<file path="config.mk">
export PLATFORM = sky130hd
export DESIGN_NAME = color_seq_fsm_flat
export DESIGN_NICKNAME = d
export VERILOG_FILES = /design/src/rtl/color_fsm_pkg.sv /design/src/rtl/color_seq_fsm_if.sv /design/src/rtl/sat_counter.sv /design/src/rtl/color_seq_fsm.sv /design/src/flat_wrapper.sv
export SDC_FILE = /design/constraint.sdc
export NUM_CORES = 1
export LEC_CHECK = 0
export CAP_MARGIN = 20
export CORE_AREA = 2 2 39 41
export DETAILED_ROUTE_END_ITERATION = 6
export DIE_AREA = 0 0 41 43
export GPL_TIMING_DRIVEN = 0
export PLACE_DENSITY = 0.66
export SLEW_MARGIN = 20
export SYNTH_ARGS = -nofsm -noshare
export SYNTH_HDL_FRONTEND = slang
export SYNTH_SLANG_ARGS = --single-unit
</file>
<file path="constraint.sdc">
create_clock -name clk -period 2.7 [get_ports clk]
set_input_delay 0.27 -clock clk [delete_from_list [all_inputs] [get_ports clk]]
set_output_delay 0.27 -clock clk [all_outputs]
set_load 0.01 [all_outputs]
</file>
<file path="src/rtl/color_fsm_pkg.sv">
// color_fsm_pkg: shared types and helpers for the colour sequencer.
//   color_state_t : 2-bit state encoding (Blue/Red/Green, 2'h3 unreachable)
//   color_cmd_t   : command opcode carried on in[1:0]
//   OUT_*         : per-state output codes
//   next_color()  : target state for a (state, command) pair, ignoring the dwell gate
//   color_code()  : output code for a state
package color_fsm_pkg;

  typedef enum logic [1:0] {
    ST_BLUE  = 2'h0,
    ST_RED   = 2'h1,
    ST_GREEN = 2'h2,
    ST_BAD   = 2'h3
  } color_state_t;

  typedef enum logic [1:0] {
    CMD_HOLD    = 2'h0,
    CMD_ADVANCE = 2'h1,
    CMD_REVERSE = 2'h2,
    CMD_HOME    = 2'h3
  } color_cmd_t;

  localparam logic [1:0] OUT_BLUE  = 2'd1;
  localparam logic [1:0] OUT_RED   = 2'd2;
  localparam logic [1:0] OUT_GREEN = 2'd3;
  localparam logic [1:0] OUT_BAD   = 2'd0;

  // Advance walks Red->Green->Blue->Red, reverse walks the ring the other way.
  // The unreachable encoding always heads back to Red.
  function automatic color_state_t next_color(color_state_t s, color_cmd_t c);
    color_state_t n;
    n = s;
    if (s == ST_BAD) begin
      n = ST_RED;
    end else begin
      case (c)
        CMD_ADVANCE: begin
          case (s)
            ST_RED:   n = ST_GREEN;
            ST_GREEN: n = ST_BLUE;
            default:  n = ST_RED;
          endcase
        end
        CMD_REVERSE: begin
          case (s)
            ST_RED:  n = ST_BLUE;
            ST_BLUE: n = ST_GREEN;
            default: n = ST_RED;
          endcase
        end
        CMD_HOME: n = ST_RED;
        default:  n = s;
      endcase
    end
    return n;
  endfunction

  function automatic logic [1:0] color_code(color_state_t s);
    logic [1:0] o;
    case (s)
      ST_BLUE:  o = OUT_BLUE;
      ST_RED:   o = OUT_RED;
      ST_GREEN: o = OUT_GREEN;
      default:  o = OUT_BAD;
    endcase
    return o;
  endfunction

endpackage

</file>
<file path="src/rtl/color_seq_fsm_if.sv">
// color_seq_fsm_if: command/status bundle of the colour sequencer.
//   en, in                      : command side, driven by the master
//   out, state, changed, dwell  : status side, driven by the sequencer (slave)
interface color_seq_fsm_if #(
  parameter int IN_WIDTH    = 2,
  parameter int OUT_WIDTH   = 2,
  parameter int DWELL_WIDTH = 4
);
  logic                   en;
  logic [IN_WIDTH-1:0]    in;
  logic [OUT_WIDTH-1:0]   out;
  logic [1:0]             state;
  logic                   changed;
  logic [DWELL_WIDTH-1:0] dwell;

  modport master (output en, in, input out, state, changed, dwell);
  modport slave  (input en, in, output out, state, changed, dwell);
endinterface

</file>
<file path="src/rtl/sat_counter.sv">
// sat_counter: saturating up-counter with synchronous clear.
//   clk, rst_n : clock, async active-low reset (count -> 0)
//   clr        : clear to 0 (wins over inc)
//   inc        : increment by one, sticking at all-ones
//   cnt        : current count
module sat_counter #(
  parameter int WIDTH = 4
) (
  input  logic             clk,
  input  logic             rst_n,
  input  logic             clr,
  input  logic             inc,
  output logic [WIDTH-1:0] cnt
);

  localparam logic [WIDTH-1:0] CNT_MAX = '1;

  always_ff @(posedge clk or negedge rst_n) begin
    if (!rst_n)                     cnt <= '0;
    else if (clr)                   cnt <= '0;
    else if (inc && cnt != CNT_MAX) cnt <= cnt + 1'b1;
  end

endmodule

</file>
<file path="src/rtl/color_seq_fsm.sv">
// color_seq_fsm: three-state Moore colour sequencer.
//   clk, rst_n : clock, async active-low reset (state Red, dwell 0, changed 0)
//   bus.en     : global enable; low freezes state/dwell and forces changed to 0
//   bus.in     : command, opcode in [1:0]; any set upper bit reads as HOLD
//   bus.out    : state output code, zero-extended
//   bus.state  : current state encoding
//   bus.changed: one-cycle pulse in the first cycle of a new state
//   bus.dwell  : saturating count of cycles spent in the current state
module color_seq_fsm
  import color_fsm_pkg::*;
#(
  parameter int IN_WIDTH    = 2,
  parameter int OUT_WIDTH   = 2,
  parameter int DWELL_WIDTH = 4,
  parameter int MIN_DWELL   = 2
) (
  input  logic              clk,
  input  logic              rst_n,
  color_seq_fsm_if.slave    bus
);

  localparam logic [DWELL_WIDTH-1:0] MIN_D = DWELL_WIDTH'(MIN_DWELL);

  color_state_t           state_q, state_d, tgt;
  color_cmd_t             cmd;
  logic                   illegal, gate_ok, xfer, changed_q;
  logic [DWELL_WIDTH-1:0] dwell;

  generate
    if (IN_WIDTH > 2) begin : g_hi
      assign illegal = |bus.in[IN_WIDTH-1:2];
    end else begin : g_nohi
      assign illegal = 1'b0;
    end
  endgenerate

  assign gate_ok = (dwell >= MIN_D);

  always_ff @(posedge clk or negedge rst_n) begin
    if (!rst_n) state_q <= ST_RED;
    else        state_q <= state_d;
  end

  // xfer marks an accepted transition: it clears dwell and fires changed.
  // Recovery from the unreachable encoding is unconditional so a corrupted
  // register can't stay stuck while en is low.
  always_comb begin
    state_d = state_q;
    xfer    = 1'b0;
    cmd     = illegal ? CMD_HOLD : color_cmd_t'(bus.in[1:0]);
    tgt     = next_color(state_q, cmd);
    if (state_q == ST_BAD) begin
      xfer    = 1'b1;
      state_d = ST_RED;
    end else if (bus.en) begin
      case (cmd)
        CMD_ADVANCE, CMD_REVERSE: xfer = gate_ok;
        // HOME skips the gate but is a no-op when already Red
        CMD_HOME:                 xfer = (state_q != ST_RED);
        default:                  xfer = 1'b0;
      endcase
      if (xfer) state_d = tgt;
    end
  end

  always_ff @(posedge clk or negedge rst_n) begin
    if (!rst_n) changed_q <= 1'b0;
    else        changed_q <= xfer;
  end

  sat_counter #(.WIDTH(DWELL_WIDTH)) u_dwell (
    .clk   (clk),
    .rst_n (rst_n),
    .clr   (xfer),
    .inc   (bus.en),
    .cnt   (dwell)
  );

  assign bus.state   = state_q;
  assign bus.out     = OUT_WIDTH'(color_code(state_q));
  assign bus.changed = changed_q;
  assign bus.dwell   = dwell;

endmodule

</file>
<file path="src/flat_wrapper.sv">
// flat-port wrapper written by rule: the top's interface ports become plain ports
module color_seq_fsm_flat import color_fsm_pkg::*;
#(
  parameter int IN_WIDTH    = 2,
  parameter int OUT_WIDTH   = 2,
  parameter int DWELL_WIDTH = 4,
  parameter int MIN_DWELL   = 2
)
  (clk, rst_n, bus_en, bus_in, bus_out, bus_state, bus_changed, bus_dwell);
  color_seq_fsm_if #(.IN_WIDTH(IN_WIDTH), .OUT_WIDTH(OUT_WIDTH), .DWELL_WIDTH(DWELL_WIDTH)) bus_i ();
  input  logic clk;
  input  logic rst_n;
  input wire logic [$bits(bus_i.en)-1:0] bus_en;
  input wire logic [$bits(bus_i.in)-1:0] bus_in;
  output wire logic [$bits(bus_i.out)-1:0] bus_out;
  output wire logic [$bits(bus_i.state)-1:0] bus_state;
  output wire logic [$bits(bus_i.changed)-1:0] bus_changed;
  output wire logic [$bits(bus_i.dwell)-1:0] bus_dwell;
  assign bus_i.en = bus_en;
  assign bus_i.in = bus_in;
  assign bus_out = bus_i.out;
  assign bus_state = bus_i.state;
  assign bus_changed = bus_i.changed;
  assign bus_dwell = bus_i.dwell;
  color_seq_fsm #(.IN_WIDTH(IN_WIDTH), .OUT_WIDTH(OUT_WIDTH), .DWELL_WIDTH(DWELL_WIDTH), .MIN_DWELL(MIN_DWELL)) u_core (.clk(clk), .rst_n(rst_n), .bus(bus_i));
endmodule
</file>
After elaboration in Yosys (flattened, before gate mapping). Index checks and enable logic that the tools add are counted.

ROM bits: 0. Bits in latches: 0. Bits in writable memories: 0. Register bits: 7. Logic and storage cells: 35. Input bits: 5. Output and inout bits: 9. Memories: 0.

Add/sub/neg operators: 1. Reductions and logical operators: 8. Div/mod/pow operators: 0. Muxes and demuxes: 14. Multiply operators: 0. Order comparisons: 1. Equal/unequal tests: 8. Bitwise logic cells: 0. Shift-type cells: 0.

Operators with widths (number): $pmux W2 S3 (2); $eq A2 B2 Y1 const B (4); $mux W4 (2); $pmux W2 S2 (2); $mux W2 (3); $reduce_bool A2 Y1 (3); $add A4 B1 Y4 const B (1); $eq A2 B1 Y1 const B (2); $ge A4 B2 Y1 const B (1); $mux W1 (4); $ne A4 B4 Y1 const B (1); $reduce_bool A4 Y1 (1); $reduce_and A3 Y1 (1); $logic_not A2 Y1 (1); $ne A2 B1 Y1 const B (1); $pmux W1 S2 (1); $reduce_or A2 Y1 (1); $logic_and A1 B1 Y1 (1).

Depth between registers and ports, before layout. Gate-level depths: netlist (run 1).

Depth after elaboration: 8. Gate-level depth with buffers: 6. Gate-level depth less buffers: 5.

Hierarchy. From an unflattened synthesis (run 1), not the netlist that was laid out.

Cells, all modules: 51. Area, all modules: 541.8 µm².

By module, submodules not included: color_seq_fsm (sequential area each 76.3 µm², cells each 31, instances 1, area an instance 312.8 µm²); sat_counter (sequential area each 100.1 µm², cells each 20, instances 1, area an instance 229.0 µm²).

Worst setup path before layout (run 1). Ideal clock, no wire load.

Kind: reg2reg. From: register u_core.u_dwell.cnt[0]. To: register u_core.state_q[1] (netlist: u_core.bus.state[1]). Data arrival time: 1.860 ns. Path slack: 0.715 ns. Stages on the path, launching flop included: 7. Required time: 2.575 ns. Period minus slack after synthesis: 1.985 ns. Path buffers: 1. Path through: dfrtp_1 inv_1 ha_1 or4_1 a311o_1 buf_6 mux2_4.

Word-level cells in the longest chain between the ends: 6.

RTL lines: start, declared (line sat_counter.sv:13) `output logic [WIDTH-1:0] cnt`; start signal, assigned (line sat_counter.sv:21) `else if (inc && cnt != CNT_MAX) cnt <= cnt + 1'b1;`; $ge A4 B2 Y1 (line color_seq_fsm.sv:37) `assign gate_ok = (dwell >= MIN_D);`; $pmux W1 S2 (line color_seq_fsm.sv:56) `case (cmd)`; $mux W1 (line color_seq_fsm.sv:55) `end else if (bus.en) begin`; $mux W1 (line color_seq_fsm.sv:52) `if (state_q == ST_BAD) begin`; $reduce_bool A2 Y1 (no source line); $reduce_and A3 Y1 (no source line); end signal, assigned (line color_seq_fsm.sv:41) `else state_q <= state_d;`; end, declared (line color_seq_fsm.sv:24) `color_state_t state_q, state_d, tgt;`.

No other way between the ends. The select of a mux whose other input is x is not followed. A chain may end at the register's enable or synchronous reset.

Worst setup path in the final report (run 1). Ends and elaborated chain as after synthesis.

==> results.sh, run 1 <==
export IMPL_crit_family="simple AND/OR/NAND/NOR gates"
export IMPL_worst_slack_ps=688
export IMPL_syn_area_um2=512
export IMPL_criticalPathCategory="flip-flop to flip-flop"
export IMPL_drive_gt1_share_pct=16.7
export IMPL_rsz0062_at_grt="no"
export IMPL_maxCapViolations=0
export IMPL_cpMaxStageDelayCell="or4_1"
export IMPL_firstDrtPassIters=1
export IMPL_synthTopCellsByArea="dfrtp_1, ha_1, dfstp_2, inv_1, a21oi_1"
export IMPL_place_congestion=0.687
export IMPL_path_cells="inv_1 -> ha_1 -> or4_1 -> a311o_1 -> buf_6 -> mux2_4"
export IMPL_cts_setup_buffers=0
export IMPL_io_pins=14
export IMPL_end_kind="flip-flop"
export IMPL_slew_violations=0
export IMPL_instances_no_fill=82
export IMPL_synth_warnings=0
export IMPL_grt_pass1_vias=375
export IMPL_grt_usage_pct=12.3
export IMPL_register_area_um2=176
export IMPL_synth_top_area_cell="dfrtp_1"
export IMPL_io_buffers=12
export IMPL_fin_crit_ps=2010
export IMPL_reg2reg_to="u_core.bus.state[1]$_DFFE_PN0P_"
export IMPL_max_stage_delay_ps=460
export IMPL_max_freq_mhz=497
export IMPL_routed_wl_um=887
export IMPL_synth_seq_cells=7
export IMPL_tightest_slew_ps=409
export IMPL_fin_crit_sh_pct=74.5
export IMPL_relSlewSlack_pct=72.1
export IMPL_antenna_found_initial=0
export IMPL_grt_pass1_wl_um=1530
export IMPL_core_mm2=0.00138
export IMPL_mostFrequentLayoutCells="clkdlybuf4s50_1, ha_1, inv_1, dfrtp_1"
export IMPL_rr_worst_depth=6
export IMPL_power_density_mw_per_mm2=1020
export IMPL_min_to="u_core.u_dwell.cnt[1]$_DFFE_PN0P_"
export IMPL_row_count=14
export IMPL_hold_violations=0
export IMPL_setup_viol_count_final=0
export IMPL_via_per_inst=4.95
export IMPL_crit_path_max_fanout=7
export IMPL_ant_nets=0
export IMPL_setup_tns_ps=0
export IMPL_cts_buffers=3
export IMPL_r2r_slack_ps=690
export IMPL_die_h_um=43
export IMPL_drc_errors=0
export IMPL_cts_resized=0
export IMPL_netlist_area_leader_share_pct=29.3
export IMPL_path_clk_slew_ps=50
export IMPL_overflow=0
export IMPL_cts_hold_buf=0
export IMPL_die_area_mm2=0.00176
export IMPL_grt_max_degree=10
export IMPL_pre_cts_ws_ps=632
export IMPL_netlist_instances=50
export IMPL_numClockSinks=7
export IMPL_timing_rr_start="u_core.u_dwell.cnt[0]$_DFFE_PN0P_"
export IMPL_cts_htree_levels=1
export IMPL_layout_nets=81
export IMPL_power_leakage_nw=0.316
export IMPL_nFillCells=141
export IMPL_crit_buf_inv=2
export IMPL_hpwl_um=712
export IMPL_root_buffer="clkbuf_4"
export IMPL_die_w_um=41
export IMPL_synth_distinct_cells=24
export IMPL_cts_buffer_depth=2
export IMPL_initialDrtViolationCount=0
export IMPL_multi_input_area_um2=294
export IMPL_final_common_cell="clkdlybuf4s50_1"
export IMPL_area_growth_pct=32.5
export IMPL_yosysSeqAreaShare_pct=34.5
export IMPL_ir_drop_mv=0.508
export IMPL_wl_per_cell_um=10.8
export IMPL_worstPathRequired_ps=2820
export IMPL_insertion_delay_ps=240
export IMPL_cp_start_kind="flip-flop"
export IMPL_insertedDiodeCount=0
export IMPL_cts_tree="built"
export IMPL_placedCellCount=78
export IMPL_fin_skew_ps=0.869
export IMPL_dr_total_vias=406
export IMPL_start_util_pct=37.0
export IMPL_syn_nets=64
export IMPL_cp_arrival_ps=2130
export IMPL_min_delay_start="bus_en"
export IMPL_avgSynthCellArea_um2=10.2
export IMPL_hold_depth=2
export IMPL_status="completed"
export IMPL_hp_class="primary input to flip-flop"
## worst reg2reg max path, stage by stage (launching register included)
cell and delay, ps:
dfrtp_1 390, inv_1 90, ha_1 190, or4_1 460
a311o_1 330, buf_6 140, mux2_4 290
## kinds of logic after synthesis
logic type	synth area share, %
flops	34.5
fa+ha+maj	22.0
buf+inv	8.07
mux	4.89
simple gates	18.3
compound gates	12.2
## state kept, by name, indices dropped and copies added (netlist names)
register and cells:
u_core.u_dwell.cnt 4, u_core.bus.changed 1, u_core.bus.state 2
## power by group
part	switching [W]	internal (W)	total [W]
registers	0.0000479	0.000154	0.000202
clock network	0.0000331	0.0000560	0.0000892
logic	0.000172	0.000230	0.000402
total	0.000253	0.000440	0.000693
## routing by layer
metal  share of wire, %  global-route usage (%)  vias up
li1                   -                       -      211
met1                 49                    17.6      185
met2                 45                    18.4       10
met3                6.4                    1.57        0
met4                  0                    4.00        0
met5                  0                       0        -
## synthesized netlist by cell type
cell,n
ha_1,9
dfrtp_1,6
inv_1,6
a21oi_1,4
nor2_1,4
nand3_1,2
nor3_1,2
a2111oi_0,1
a211oi_1,1
a21o_1,1
a311o_1,1
a311oi_1,1
and2b_2,1
and4b_2,1
and4bb_2,1
buf_4,1
buf_6,1
dfstp_2,1
mux2_4,1
mux2i_1,1
nand2_1,1
nand4_1,1
or3b_2,1
or4_1,1
## final cells by class
cell class	count	share of cell area, %
tap	16	2.95
clock buffer	4	3.87
timing repair buffer	12	17.7
inverter	6	3.32
sequential	7	26.0
multi-input combinational	35	43.4
buffer	2	2.77
## how the worst max path moves through the flow
stage	to	cells past startpoint	from
floorplan	u_core.bus.state[1]$_DFFE_PN0P_	6	u_core.u_dwell.cnt[0]$_DFFE_PN0P_
global placement	u_core.bus.state[1]$_DFFE_PN0P_	7	bus_in[0]
detailed placement	u_core.bus.state[1]$_DFFE_PN0P_	7	bus_in[0]
CTS	u_core.bus.state[1]$_DFFE_PN0P_	6	u_core.u_dwell.cnt[0]$_DFFE_PN0P_
global route	bus_out[0]	5	u_core.bus.state[0]$_DFFE_PN1P_
finish	u_core.bus.state[1]$_DFFE_PN0P_	6	u_core.u_dwell.cnt[0]$_DFFE_PN0P_
## metrics by stage
step | utilization (%) | hold WS [ps] | instance area, um^2 | total power [W]
after CTS | 49.0 | 278 | 678 | 0.000705
after global routing | 49.0 | 296 | 678 | 0.000758
after global placement | 47.1 | 529 | 652 | 0.000602
after floorplan | - | -25.6 | 512 | 0.000431
final | 49.0 | 285 | 678 | 0.000693
after detailed placement | 47.1 | 538 | 652 | 0.000608
(Power assumes the default switching activity.)
==> run 2: changes to the inputs <==
- PLACE_DENSITY: 0.66 -> 0.69
- clock period: 2.7 -> 1.81 ns (I/O delays scaled with it)
==> results.sh, run 2 (synthesis results as in run 1) <==
export IMPL_status="completed"
export IMPL_grt_pass1_wl_um=1730
export IMPL_worstSetupStartpoint="u_core.bus.state[1]$_DFFE_PN0P_"
export IMPL_hp_class="primary input to flip-flop"
export IMPL_fin_util_pct=51.3
export IMPL_drive_gt1_share_pct=26.5
export IMPL_hold_depth=2
export IMPL_io_pins=14
export IMPL_hold_ws_ps=182
export IMPL_maxCapViolations=0
export IMPL_ant_nets=0
export IMPL_end_kind="flip-flop"
export IMPL_layout_nets=83
export IMPL_die_h_um=43
export IMPL_cts_buffers=3
export IMPL_cts_buffer_depth=2
export IMPL_tightest_slew_ps=373
export IMPL_area_growth_pct=38.6
export IMPL_insertion_delay_ps=260
export IMPL_slew_violations=0
export IMPL_reg2reg_to="u_core.bus.state[1]$_DFFE_PN0P_"
export IMPL_worstPathRequired_ps=1950
export IMPL_rsz0062_at_grt="yes"
export IMPL_cts_htree_levels=1
export IMPL_io_buffers=12
export IMPL_initialDrtViolationCount=1
export IMPL_grt_max_degree=10
export IMPL_fin_skew_ps=8.44
export IMPL_routed_wl_um=991
export IMPL_numClockSinks=7
export IMPL_grt_usage_pct=14.9
export IMPL_placedCellCount=78
export IMPL_fin_area_um2=709
export IMPL_fin_crit_sh_pct=99.6
export IMPL_hpwl_um=718
export IMPL_max_stage_delay_ps=420
export IMPL_power_leakage_nw=0.326
export IMPL_wl_per_cell_um=11.8
export IMPL_mostFrequentLayoutCells="clkdlybuf4s50_1, ha_1, inv_1, dfrtp_1"
export IMPL_criticalPathCategory="flip-flop to flip-flop"
export IMPL_core_mm2=0.00138
export IMPL_start_util_pct=37.0
export IMPL_crit_end="u_core.bus.state[1]$_DFFE_PN0P_"
export IMPL_overflow=0
export IMPL_dr_total_vias=423
export IMPL_cts_tree="built"
export IMPL_fin_crit_ps=1800
export IMPL_timing_rr_start="u_core.bus.state[1]$_DFFE_PN0P_"
export IMPL_rr_worst_depth=6
export IMPL_crit_buf_inv=2
export IMPL_power_density_mw_per_mm2=1520
export IMPL_cpMaxStageDelayCell="dfrtp_1"
export IMPL_placed_cell_area_um2=654
export IMPL_firstDrtPassIters=3
export IMPL_instances_no_fill=84
export IMPL_setup_tns_ps=0
export IMPL_die_area_mm2=0.00176
export IMPL_r2r_slack_ps=8
export IMPL_final_common_cell="clkdlybuf4s50_1"
export IMPL_crit_family="flip-flops"
export IMPL_grt_pass1_vias=398
export IMPL_drc_errors=0
export IMPL_largest_reg_flops=4
export IMPL_die_w_um=41
export IMPL_cp_arrival_ps=1940
export IMPL_setup_viol_count_final=0
export IMPL_insertedDiodeCount=0
export IMPL_hold_violations=0
export IMPL_path_clk_slew_ps=60
export IMPL_via_per_inst=5.04
export IMPL_place_congestion=0.749
export IMPL_max_freq_mhz=555
export IMPL_path_cells="inv_1 -> ha_4 -> and4bb_2 -> a311o_1 -> buf_6 -> mux2_4"
export IMPL_regMostFlops="u_core.u_dwell.cnt"
export IMPL_row_count=14
export IMPL_cts_hold_buf=0
export IMPL_root_buffer="clkbuf_4"
export IMPL_ir_drop_mv=0.510
export IMPL_cp_start_kind="flip-flop"
export IMPL_cp_depth=6
export IMPL_antenna_found_initial=0
export IMPL_crit_path_max_fanout=7
export IMPL_relSlewSlack_pct=74.5
[run 2: cell types whose count changed in the layout (fill, tap and decap cells not counted)]
cell / change
ha_4: +1
inv_2: +1
dlygate4sd2_1: +2
ha_2: +2
dfrtp_1: -1
ha_1: -3
clkdlybuf4s50_1: -2
buf_4: +2
dfrtp_2: +1
inv_1: -1
[run 2: worst min-delay path by stage]
stage	to	slack, ps	from
2_1_floorplan	u_core.bus.changed$_DFF_PN0_	-110	rst_n
3_3_place_gp	u_core.u_dwell.cnt[1]$_DFFE_PN0P_	440	bus_en
3_5_place_dp	u_core.u_dwell.cnt[1]$_DFFE_PN0P_	450	bus_en
4_1_cts	u_core.u_dwell.cnt[1]$_DFFE_PN0P_	190	bus_en
5_1_grt	u_core.u_dwell.cnt[1]$_DFFE_PN0P_	190	bus_en
6_report	u_core.u_dwell.cnt[1]$_DFFE_PN0P_	180	bus_en
[run 2: where the power goes]
group          internal (W)  switching (W)
clock network     0.0000844      0.0000615
logic              0.000358       0.000281
registers          0.000232      0.0000632
[run 2: metrics by stage]
| step | power [W] | setup slack, ps |
|---|---|---|
| 2_1_floorplan | 0.000647 | -26.8 |
| 3_3_place_gp | 0.000900 | -139 |
| 3_5_place_dp | 0.000908 | -155 |
| 4_1_cts | 0.00109 | 10.3 |
| 5_1_grt | 0.00118 | -69.8 |
| 6_report | 0.00108 | 7.79 |
[run 2: cell type report]
type	instances	area [um^2]
plain buffers	2	18.8
clock buffers	4	26.3
fillers	129	674
inverters	6	22.5
multi-input cells	35	312
flip-flops and latches	7	178
well taps	16	20.0
repair buffers	14	133
[run 2: what timing repair did]
item	4_1_cts	5_1_grt
setup endpoints to repair	3	3
pin swaps	1	0
setup buffers	2	0
resized for setup	5	1
gates cloned	0	0
[run 2: layer usage]
layer,global-route usage (%),up-vias,part of all wire [%]
met5,0,-,0
met4,6.00,0,1.7
met3,6.28,5,4.3
met2,22.2,10,54
met1,18.1,196,40
li1,-,212,-
